**config.mk**
```make
export PLATFORM = sky130hd
export DESIGN_NAME = truth_table_sweeper
export DESIGN_NICKNAME = d
export VERILOG_FILES = /design/src/rtl/truth_table_sweeper_pkg.sv /design/src/rtl/tt_settle_counter.sv /design/src/rtl/truth_table_sweeper.sv
export SDC_FILE = /design/constraint.sdc
export NUM_CORES = 1
export LEC_CHECK = 0
export CAP_MARGIN = 20
export CORE_ASPECT_RATIO = 1.75
export CORE_UTILIZATION = 40
export CTS_CLUSTER_SIZE = 20
export DETAILED_ROUTE_END_ITERATION = 7
export PLACE_DENSITY = 0.67
export SYNTH_ARGS = -nofsm -noshare
export SYNTH_HDL_FRONTEND = slang
export SYNTH_HIERARCHICAL = 1
export SYNTH_SLANG_ARGS = --single-unit
```
**constraint.sdc**
```tcl
create_clock -name clk -period 1.8 [get_ports clk]
set_clock_uncertainty 0.05 [all_clocks]
set_input_delay 0.27 -clock clk [delete_from_list [all_inputs] [get_ports clk]]
set_output_delay 0.27 -clock clk [all_outputs]
set_load 0.03 [all_outputs]
```
**src/rtl/truth_table_sweeper_pkg.sv**
```systemverilog
// Shared types and constants for the truth-table sweeper: FSM state encoding,
// settle-counter width and a vector-count helper.
package truth_table_sweeper_pkg;

  typedef enum logic [1:0] {
    S_IDLE  = 2'd0,
    S_SWEEP = 2'd1,
    S_DONE  = 2'd2
  } state_e;

  // Settle counter width; SETTLE is limited to 1..15 so 4 bits suffice.
  localparam int SETTLE_W = 4;

  function automatic int vec_count(input int n_in);
    return 1 << n_in;
  endfunction

endpackage

```
**src/rtl/tt_settle_counter.sv**
```systemverilog
// Modulo-SETTLE counter: counts while enabled, pulses tc_o on the last count
// and wraps to zero in the same cycle. clr_i restarts it from zero.
module tt_settle_counter
  import truth_table_sweeper_pkg::*;
#(
  parameter int SETTLE = 1
) (
  input  logic clk,
  input  logic rst,
  input  logic clr_i,
  input  logic en_i,
  output logic tc_o
);

  localparam logic [SETTLE_W-1:0] LAST = SETTLE_W'(SETTLE - 1);

  logic [SETTLE_W-1:0] cnt_q, cnt_d;
  logic                tc;

  always_comb begin
    tc = en_i && (cnt_q == LAST);
  end

  always_comb begin
    cnt_d = cnt_q;
    if (clr_i) begin
      cnt_d = '0;
    end else if (en_i) begin
      cnt_d = tc ? '0 : cnt_q + 1'b1;
    end
  end

  always_ff @(posedge clk) begin
    if (rst) begin
      cnt_q <= '0;
    end else begin
      cnt_q <= cnt_d;
    end
  end

  assign tc_o = tc;

endmodule

```
**src/rtl/truth_table_sweeper.sv**
```systemverilog
// Exhaustive truth-table sweeper: walks stim through every input vector,
// samples dut_y after SETTLE cycles and scores it against a latched table.
// Optional macro TT_CAPTURE_EN adds obs_tt, the captured observed table.
module truth_table_sweeper
  import truth_table_sweeper_pkg::*;
#(
  parameter int N_IN   = 3,
  parameter int SETTLE = 1,
  parameter int CNT_W  = N_IN + 1
) (
  input  logic                          clk,
  input  logic                          rst,
  input  logic                          start,
  input  logic [vec_count(N_IN)-1:0]    exp_tt,
  input  logic                          dut_y,
  output logic [N_IN-1:0]               stim,
  output logic                          busy,
  output logic                          done,
  output logic                          pass,
  output logic [CNT_W-1:0]              err_count,
  output logic [N_IN-1:0]               first_fail,
`ifdef TT_CAPTURE_EN
  output logic [vec_count(N_IN)-1:0]    obs_tt,
`endif
  output logic [1:0]                    dbg_state
);

  localparam int                N_VEC     = vec_count(N_IN);
  localparam logic [CNT_W-1:0]  ERR_MAX   = CNT_W'(N_VEC);
  localparam logic [N_IN-1:0]   STIM_LAST = '1;

  state_e               state_q, state_d;
  logic [N_VEC-1:0]     tt_q, tt_d;
  logic [N_IN-1:0]      stim_q, stim_d;
  logic [CNT_W-1:0]     err_q, err_d;
  logic [N_IN-1:0]      ff_q, ff_d;
  logic                 pass_q, pass_d;
`ifdef TT_CAPTURE_EN
  logic [N_VEC-1:0]     obs_q, obs_d;
`endif

  logic accept;
  logic sweeping;
  logic sample;
  logic mismatch;
  logic last_vec;

  // start is honoured only when no sweep is in flight.
  assign accept   = start && ((state_q == S_IDLE) || (state_q == S_DONE));
  assign sweeping = (state_q == S_SWEEP);
  assign mismatch = (dut_y != tt_q[stim_q]);
  assign last_vec = (stim_q == STIM_LAST);

  tt_settle_counter #(
    .SETTLE (SETTLE)
  ) u_settle (
    .clk   (clk),
    .rst   (rst),
    .clr_i (accept),
    .en_i  (sweeping),
    .tc_o  (sample)
  );

  // State register
  always_ff @(posedge clk) begin
    if (rst) begin
      state_q <= S_IDLE;
    end else begin
      state_q <= state_d;
    end
  end

  // Next-state logic
  always_comb begin
    state_d = state_q;
    case (state_q)
      S_IDLE:  if (start) state_d = S_SWEEP;
      S_SWEEP: if (sample && last_vec) state_d = S_DONE;
      S_DONE:  if (start) state_d = S_SWEEP;
      default: state_d = S_IDLE;
    endcase
  end

  // Datapath next-state: the terminal check precedes the increment, so stim
  // never wraps and rests at the last vector in DONE.
  always_comb begin
    tt_d   = tt_q;
    stim_d = stim_q;
    err_d  = err_q;
    ff_d   = ff_q;
    pass_d = pass_q;
`ifdef TT_CAPTURE_EN
    obs_d  = obs_q;
`endif
    if (accept) begin
      tt_d   = exp_tt;
      stim_d = '0;
      err_d  = '0;
      ff_d   = '0;
      pass_d = 1'b0;
`ifdef TT_CAPTURE_EN
      obs_d  = '0;
`endif
    end else if (sample) begin
      if (mismatch) begin
        if (err_q != ERR_MAX) err_d = err_q + 1'b1;
        if (err_q == '0) ff_d = stim_q;
      end
`ifdef TT_CAPTURE_EN
      obs_d[stim_q] = dut_y;
`endif
      // pass uses err_d so the final vector's result is included.
      if (last_vec) begin
        pass_d = (err_d == '0);
      end else begin
        stim_d = stim_q + 1'b1;
      end
    end
  end

  always_ff @(posedge clk) begin
    if (rst) begin
      tt_q   <= '0;
      stim_q <= '0;
      err_q  <= '0;
      ff_q   <= '0;
      pass_q <= 1'b0;
`ifdef TT_CAPTURE_EN
      obs_q  <= '0;
`endif
    end else begin
      tt_q   <= tt_d;
      stim_q <= stim_d;
      err_q  <= err_d;
      ff_q   <= ff_d;
      pass_q <= pass_d;
`ifdef TT_CAPTURE_EN
      obs_q  <= obs_d;
`endif
    end
  end

  // Output logic
  always_comb begin
    busy       = (state_q == S_SWEEP);
    done       = (state_q == S_DONE);
    pass       = pass_q;
    stim       = stim_q;
    err_count  = err_q;
    first_fail = ff_q;
    dbg_state  = state_q;
`ifdef TT_CAPTURE_EN
    obs_tt     = obs_q;
`endif
  end

endmodule

```
==> out/results.ini <==
[worst_hold_path]
hp-start = tt_q[4]$_SDFFE_PP0P_
whs_path_depth = 2
holdPathEnd = tt_q[4]$_SDFFE_PP0P_
hold_path_class = reg -> reg

[placed_design]
place.gp.congestion = 0.856
dp_hpwl_um = 2570
placed_cells = 243
io_buffers = 26
place_ws_ns = -0.0730

[finish]
drive_gt1_frac = 0.191
nets = 223
area_delta_synth_final_pct = 39.6
nFillCells = 316
antenna_cells = 0
final_cell_mix = nand2_1 (32), dfxtp_1 (23), buf_4 (21)
final_common_cell = nand2_1
fin_cells = 247

[sta]
relSlewSlack = 0.773
clock.fmax_ghz = 0.536
setup-violations-final = 2
hold_violations = 0
worstMarginPinSlew_ns = 0.340
setup_ws_ns = -0.0665
min_period_over_period = 1.04
tns_ns = -0.0779
timing.hold.ws_ns = 0.413
rsz0062_at_grt = yes
period_needed_ns = 1.87
maxSlewViolCount = 0

[worst_setup_path]
cp.arrival_ns = 2.01
reg2reg_from = stim[1]$_SDFFE_PP0P_
crit_path_max_incr_delay_ns = 0.38
crit_buf_inv = 0
crit_path_end_kind = register
start_kind = register
critPathKind = reg -> reg
worstReg2RegEnd = pass$_SDFFE_PP0P_
r2r_slack_ns = -0.07
cp_top_family = compound AO/OA/AOI/OAI gates
r2r_cells = 5
critPathRequiredTime_ns = 1.94
cp_slowest_cell = dfxtp_4
path_cells = mux2_4, a2bb2o_4, or3_4, a2111o_1, a211oi_2
path_max_fanout = 6

[cts]
cts_inserted_buffers = 3
cts_hold_buffers = 0
cts.path.max_buffers = 2
cts-root-buf = clkbuf_8
worstSkewPairLatency_ns = 0.27
clock_sinks = 25
cts_max_level = 1
cts_tree = done
clk_pin_slew_ns = 0.09

[drt]
viasPerCell = 5.21
avgRoutedWirePerCell_um = 12.7
initialDrtViolationCount = 8
first_pass_iters = 4
drt-total-wl_um = 3140
vias = 1288
ant_nets = 0
wl_met2_um = 1810
route.detailed.drc = 0
wl_met3_um = 70
wl_met1_um = 1190
top_layer = met4

[grt]
grt_usage = 0.194
grt_overflow_total = 0
grt_pass1_wl_um = 5290
grt_pass1_vias = 1257
grt_max_degree = 15
antenna_found_initial = 0

[synth]
synthTopCellsByArea = dfxtp_1 (38%), nand2_1 (9.1%), a21oi_1 (6.8%)
synth_area_per_cell_um2 = 8.24
yosysTopAreaCell = dfxtp_1
syn-cell-area_um2 = 1330
ys_warn_count = 6
ys_seq_area_frac = 0.377
syn_nets = 179
yosysUniqueCellTypes = 39
synthCells = 161
synth-seq-cells = 25
netlist.area_leader.share = 0.377

[run_status]
outcome = finished, violations left
violations = negative setup slack

[power_and_ir_drop]
vdd_drop_max_mv = 0.600
cellPowerDensity_nw_per_um2 = 628
leakage_nw = 0.761

[floorplanning]
die_x_um = 45.5
ios = 27
start_util = 0.422
die_area_um2 = 3560
design.core.area_um2 = 3140
die_h_um = 78.2
row_count = 27

[run]
cap_violations = 0

## Yosys cell counts, drive strengths merged
master,number
clkbuf,6
a21oi,18
nand3,4
nand4bb,1
clkinv,1
nor4,1
nand4,3
or3,2
xor2,2
a211oi,1
ha,6
o22ai,1
buf,2
a2bb2o,1
nor2,10
nand2b,5
nor3b,1
mux2,3
o21ai,5
inv,6
dfxtp,25
a32oi,1
xnor2,2
nand2,32
mux2i,7
nand3b,2
o2111a,1
o2111ai,1
nor3,2
o31ai,1
a2111o,2
a21boi,2
a31oi,1
nor2b,3
## cell families (layout without fill, tap and decap cells)
kind of cell	after synthesis	count (layout)	share of synthesized area
xor gates and xnor gates	4	4	0.0264
buffers and inverters	15	58	0.0490
adders and majority gates	6	6	0.0566
DFF	25	25	0.377
AOI/OAI and AO/OA	35	35	0.176
and+or+nand+nor	66	66	0.233
muxes	10	10	0.0811
## sequential cells by signal, summed over array words and instances (netlist names)
register,cells
tt_q,8
err_count,4
pass,1
dbg_state,2
u_settle/cnt_q,4
first_fail,3
stim,3
## metal layers
metal	GRT usage	vias up
met3	0.0276	8
met2	0.374	28
li1	-	644
met5	0	-
met4	0.0667	0
met1	0.192	608
## final cells by class
cell class	instances	area, um2	share of cell area
clock inverters	1	5.00	0.00270
well taps	43	53.8	0.0291
clock buffers	3	41.3	0.0223
repair buffers	47	414	0.224
multi-input cells	121	803	0.434
inverters	7	26.3	0.0142
flip-flops and latches	25	508	0.274
## through the flow
step / power [W] / instance area [um2] / util
2_1_floorplan: 0.000726 / 1360 / -
3_3_place_gp: 0.000832 / 1790 / 0.571
3_5_place_dp: 0.000840 / 1790 / 0.571
4_1_cts: 0.00117 / 1840 / 0.585
5_1_grt: 0.00122 / 1850 / 0.589
6_report: 0.00116 / 1850 / 0.589
## power by group
group | total (W) | leakage (nW) | switching, W | internal, W
Sequential | 0.000584 | 0.205 | 0.0000143 | 0.000569
Combinational | 0.000247 | 0.531 | 0.000120 | 0.000127
Clock | 0.000332 | 0.0255 | 0.000177 | 0.000155
Total | 0.00116 | 0.761 | 0.000311 | 0.000851
## worst register-to-register path, stage by stage, from the launching register on
cell and delay (ns):
dfxtp_4 0.38, mux2_4 0.21, a2bb2o_4 0.22, or3_4 0.36, a2111o_1 0.39, a211oi_2 0.19
## worst max path at each step
stage / from / to / cells after the start
after floorplan: stim[1]$_SDFFE_PP0P_ / pass$_SDFFE_PP0P_ / 7
after global placement: dut_y / pass$_SDFFE_PP0P_ / 4
after detailed placement: stim[1]$_SDFFE_PP0P_ / pass$_SDFFE_PP0P_ / 5
after CTS: stim[1]$_SDFFE_PP0P_ / pass$_SDFFE_PP0P_ / 5
after global routing: stim[1]$_SDFFE_PP0P_ / pass$_SDFFE_PP0P_ / 5
final: stim[1]$_SDFFE_PP0P_ / pass$_SDFFE_PP0P_ / 5
## repair_timing
item,in CTS,in global routing
endpoints found under the hold margin,0,0
endpoints found under the setup margin,11,10
resized for setup,9,5
setup buffers,0,0
pin swaps,0,1
Power figures use the tool's default switching activity.
==> RTL edit 1 (config.mk and constraints unchanged) <==
Add an input register stage for `start` and `exp_tt`, cleared by the reset; this delays them by one clock. The other inputs are not delayed to match.
--- a/src/rtl/truth_table_sweeper.sv
+++ b/src/rtl/truth_table_sweeper.sv
@@ -29,6 +29,19 @@
   localparam logic [CNT_W-1:0]  ERR_MAX   = CNT_W'(N_VEC);
   localparam logic [N_IN-1:0]   STIM_LAST = '1;
 
+  logic start_q;
+  logic [vec_count(N_IN)-1:0] exp_tt_q;
+
+  always_ff @(posedge clk) begin
+    if (rst) begin
+      start_q  <= '0;
+      exp_tt_q <= '0;
+    end else begin
+      start_q  <= start;
+      exp_tt_q <= exp_tt;
+    end
+  end
+
   state_e               state_q, state_d;
   logic [N_VEC-1:0]     tt_q, tt_d;
   logic [N_IN-1:0]      stim_q, stim_d;
@@ -46,7 +59,7 @@
   logic last_vec;
 
   // start is honoured only when no sweep is in flight.
-  assign accept   = start && ((state_q == S_IDLE) || (state_q == S_DONE));
+  assign accept   = start_q && ((state_q == S_IDLE) || (state_q == S_DONE));
   assign sweeping = (state_q == S_SWEEP);
   assign mismatch = (dut_y != tt_q[stim_q]);
   assign last_vec = (stim_q == STIM_LAST);
@@ -74,9 +87,9 @@
   always_comb begin
     state_d = state_q;
     case (state_q)
-      S_IDLE:  if (start) state_d = S_SWEEP;
+      S_IDLE:  if (start_q) state_d = S_SWEEP;
       S_SWEEP: if (sample && last_vec) state_d = S_DONE;
-      S_DONE:  if (start) state_d = S_SWEEP;
+      S_DONE:  if (start_q) state_d = S_SWEEP;
       default: state_d = S_IDLE;
     endcase
   end
@@ -93,7 +106,7 @@
     obs_d  = obs_q;
 `endif
     if (accept) begin
-      tt_d   = exp_tt;
+      tt_d   = exp_tt_q;
       stim_d = '0;
       err_d  = '0;
       ff_d   = '0;
Behaviour: not the same (a bounded check fails within 4 cycles, from zero or initial values and one cycle with rst high).
==> RTL edit 1 against the unedited design <==
- the run still ends with setup timing left
- via count is 9.3% lower
- worst setup slack worse by 170 ps
- final area is 6.8% higher
- power is 40% higher
- sequential cell count is 9 higher
- wire length is 7.1% lower
- synthesized area is 9.2% higher
- clock power is 100% higher
- sequential share of layout area is 7.4 points higher
- critical path type unchanged
- critical endpoint unchanged
==> RTL edit 1: results (changes against the unedited design) <==
** Drt
- The first-iteration detailed-routing DRC count is 22 (+14).
- The via density per instance is 4.867 (-6.7%).
- Routed length per instance :: 12.17 um (-4.4%)

** Power and ir drop
- P_leak :: 0.0008198 uW (+7.7%)
- The highest ir drop seen on vdd came to 0.6259 mV (+4.2%).

** Timing
- Final Worst Setup Slack :: -239.9 ps (-173.4 ps)
- The post-route setup TNS is -758.9 ps (-680.9 ps).
- Final Setup Violations :: 7 (+5)
- Worst-margin pin slew :: 371.0 ps (+30.89 ps)
- Hold slack :: 390.0 ps (-23.23 ps)

** Layout
- Non-filler instance count after layout :: 240 (-2.8%)
- The layout net count was 212 (-4.9%).
- Fraction of layout instances using a drive strength above 1 :: 15.38% (-3.7 points)

** Synthesis
- Yosys attributes the largest share of cell area to sky130_fd_sc_hd__dfxtp_1, sky130_fd_sc_hd__nand2_1, sky130_fd_sc_hd__ha_1, sky130_fd_sc_hd__mux2i_1, sky130_fd_sc_hd__nor2b_1.
- Avg Synthesized Cell Area :: 9.348 um2 (+13%)
- The count of unique library cells instantiated by Yosys is 31 (-21%).
- Synthesized net count :: 173 (-3.4%)
- Sequential share of the synthesized area :: 46.98% (+9.2 points)
- Multiplexer share of the synthesized area :: 9.413% (+1.3 points)
- Synth Area in Compound Gates :: 8.549% (-9.1 points)
- Synthesis warning total :: 6 (unchanged)
- Top post-synthesis cells by count :: sky130_fd_sc_hd__dfxtp_1, sky130_fd_sc_hd__nand2_1, sky130_fd_sc_hd__nor2_1
- Adder-cell share of the synthesized area :: 5.181% (-0.48 points)
- Xor-xnor portion of the synthesized cell area :: 4.145% (+1.5 points)

** Critical path
- Endpoint kind of the worst setup timing path :: flip-flop
- Category of cells accounting for the largest share of critical-path delay :: multiplexers
- The cell depth of the worst flop-to-flop path is 6 (+1).
- Largest stage delay on the critical path :: 520 ps (+140 ps)
- Data arrival at the endpoint of the critical path :: 2180 ps (+170 ps)
- On the critical path, the stage with the largest delay is an instance of sky130_fd_sc_hd__mux4_2.

** Clocking
- Clk root buf :: sky130_fd_sc_hd__clkbuf_8
- Clock Path Buffers :: 2 (unchanged)
- The clock-pin slew on the worst setup and hold paths was 70 ps (-20 ps).
- The total clock buffers created by CTS is 5 (+2).
- The number of levels in the clock H-tree is 2 (+1).

** Place
- The final weighted congestion of routability-driven global placement is 0.7906 (-7.6%).
- The HPWL after detailed placement is 2.189 mm (-15%).
- Placed insts :: 230 (-5.3%)
- The count of input and output buffers was 26 (unchanged).
- The worst slack at placement came to -296.5 ps (-223.4 ps).

** GRT
- Vias in the first global route :: 1178 (-6.3%)
- Maximum number of pins on one net before global-route repair :: 23 (+8)
- First-pass GRT wire length :: 4.864 mm (-8.0%)
- The total routing usage reported by global routing came to 17.83% (-1.6 points).

** Outcome
- The checks that failed: setup timing.
- Result of the run :: finished with violations

** Hold path
- Count of cells along the worst hold path :: 2 (unchanged)
- Worst-case hold path end point :: tt_q[3]
- Hold path start :: exp_tt_q[3]
-- RTL edit 1: changes by cell type after synthesis, moves of 2 or more --
cell                       delta
sky130_fd_sc_hd__mux4_1       +2
sky130_fd_sc_hd__nor2_1       +5
sky130_fd_sc_hd__nand2b_1     -2
sky130_fd_sc_hd__nor3_1       +2
sky130_fd_sc_hd__nand2_1     -11
sky130_fd_sc_hd__or3_1        -2
sky130_fd_sc_hd__dfxtp_1      +9
sky130_fd_sc_hd__mux2_2       -2
sky130_fd_sc_hd__a21oi_1      -7
sky130_fd_sc_hd__o21ai_0      -3
sky130_fd_sc_hd__nor2b_1      +8
sky130_fd_sc_hd__inv_1        +2
-- RTL edit 1: final cells by class --
type | count | area (um2)
Clock inverter | 1 | 30.03
Timing Repair Buffer | 37 | 346.6
Fill cell | 338 | 1456
Multi-Input combinational cell | 107 | 744.5
Sequential cell | 34 | 689.4
Clock buffer | 7 | 76.32
Inverter | 9 | 33.78
Tap cell | 45 | 56.30
-- RTL edit 1: stage by stage --
stage | area (um2) | power (uW)
2_1_floorplan | 1461 | 901.8
3_3_place_gp | 1826 | 966.4
3_5_place_dp | 1826 | 971.9
4_1_cts | 1963 | 1648
5_1_grt | 1977 | 1703
6_report | 1977 | 1631
-- RTL edit 1: repair_timing --
item	in CTS	in global routing
buffers inserted	2	0
pin swaps	7	0
endpoints found under the setup margin	12	10
hold buffers	0	0
gates resized for setup	8	3
-- RTL edit 1: metal layers --
layer	GRT usage, %	vias up	part of all wire (%)
met5	0	-	0
met4	7.714	0	1.5
met3	5.495	4	3.6
met2	33.70	25	58
met1	15.95	541	36
li1	-	598	-
-- RTL edit 1: power by group --
group / internal [uW] / total (uW) / switching [uW]
clock network: 414 / 664 / 250
registers: 774 / 789 / 15.1
logic: 88.6 / 177 / 88.9
total: 1280 / 1630 / 354
==> RTL edit 2 (same settings) <==
Made on the original files. Set the package constant `SETTLE_W` to 5 (it was 4).
--- a/src/rtl/truth_table_sweeper_pkg.sv
+++ b/src/rtl/truth_table_sweeper_pkg.sv
@@ -9,7 +9,7 @@
   } state_e;
 
   // Settle counter width; SETTLE is limited to 1..15 so 4 bits suffice.
-  localparam int SETTLE_W = 4;
+  localparam int SETTLE_W = 5;
 
   function automatic int vec_count(input int n_in);
     return 1 << n_in;
Formal check against the unedited RTL: same outputs for any inputs over 10 cycles, from zero or initial values and one cycle with rst high; that may be too few to reach the edited logic, so the function may still have changed.
==> RTL edit 2 against the unedited design <==
- the flow still finishes with violations (setup timing)
- core utilization increased by 1.7 points
- combinational power increased by 2%
- wire length increased by 6.4%
- die area increased by 4.4%
- worst setup slack improved by 44 ps
- fmax increased by 2.4%
- sequential cell count increased by 1
- final area increased by 9.1%
- clock power increased by 14%
- power increased by 5.9%
- via count increased by 3.6%
- critical path depth unchanged
- synthesized area increased by 4.5%
==> RTL edit 2: results (changes against the unedited design) <==
** Outcome
- Result of the run :: finished with violations
- Violated checks :: setup timing

** Place
- Placed insts :: 251 (+3.3%)
- Last weighted congestion value of the routability-driven placer :: 0.8384 (-2.1%)
- Cell Area, Placed :: 1858 um2 (+3.6%)
- Post-DP HPWL :: 2.581 mm (+0.38%)

** Power and ir drop
- The sequential cell fraction of total power was 49.0% (-1.2 points).
- Net Sw Power :: 318.4 uW (+2.4%)
- Clock group total power :: 377 uW (+14%)

** Drt
- Detailed-route vias per instance :: 5.215 (about the same)
- The per-cell routed wire length is 13.07 um (+2.7%).

** Clocking
- Number of gates given a new drive strength after cts :: 14 (+5)

** Timing
- The slack of the critical path came to -22.93 ps (+43.57 ps).
- Final Setup Violations :: 1 (-1)
- Max-slew headroom at the worst pin :: 72.89% (-4.4 points)
- Setup TNS :: -22.93 ps (+55.00 ps)

** Synthesis
- Synthesized net count :: 185 (+3.4%)
- In the post-synthesis netlist, the biggest area contributors are sky130_fd_sc_hd__dfxtp_1, sky130_fd_sc_hd__nand2_1, sky130_fd_sc_hd__a21oi_1, sky130_fd_sc_hd__ha_1, sky130_fd_sc_hd__mux2i_1.
- Top post-synthesis cells by count :: sky130_fd_sc_hd__nand2_1, sky130_fd_sc_hd__dfxtp_1, sky130_fd_sc_hd__a21oi_1

** Layout
- The layout net count is 230 (+3.1%).
- The fraction of area in non-clock buffers is 21.13% (-1.2 points).
- Number of clock buffers in the layout :: 4 (+1)
- Non-clock buffer instance count of the final layout :: 49 (+4.3%)
- Number of sequential cells :: 26 (+4.0%)

** Critical path
- The data arrival at the endpoint of the critical path was 1970 ps (-40 ps).

** GRT
- GR Util All Layers :: 19.99% (+0.60 points)
- The number of global-route vias before repair is 1313 (+4.5%).
## RTL edit 2: path summary, 6_finish.rpt
kind / endpoint / startpoint / slack [ps] / cells after the start
setup reg to reg: pass / stim[1] / -20 / 5
hold reg to reg: tt_q[6] / tt_q[6] / 410 / 2
setup / recovery: pass / stim[1] / -20 / 5
hold / removal: tt_q[6] / tt_q[6] / 410 / 2
## RTL edit 2: logic make-up (layout without fill, tap and decap cells)
family	after synthesis	after routing	share of synthesized area, %
adder cells (fa/ha/maj)	6	6	5.415
XOR/XNOR	4	4	2.528
multiplexers	10	10	7.762
flip-flops	26	26	37.55
AO/OA/AOI/OAI	37	37	18.05
buffers and inverters	15	59	4.782
AND/OR/NAND/NOR	69	69	23.92
## RTL edit 2: layer usage
| metal | part of all wire (%) | global-route usage [%] |
|---|---|---|
| met1 | 41 | 22.55 |
| met2 | 55 | 34.86 |
| met5 | 0 | 0 |
| met4 | 2.0 | 8.529 |
| met3 | 2.6 | 2.941 |
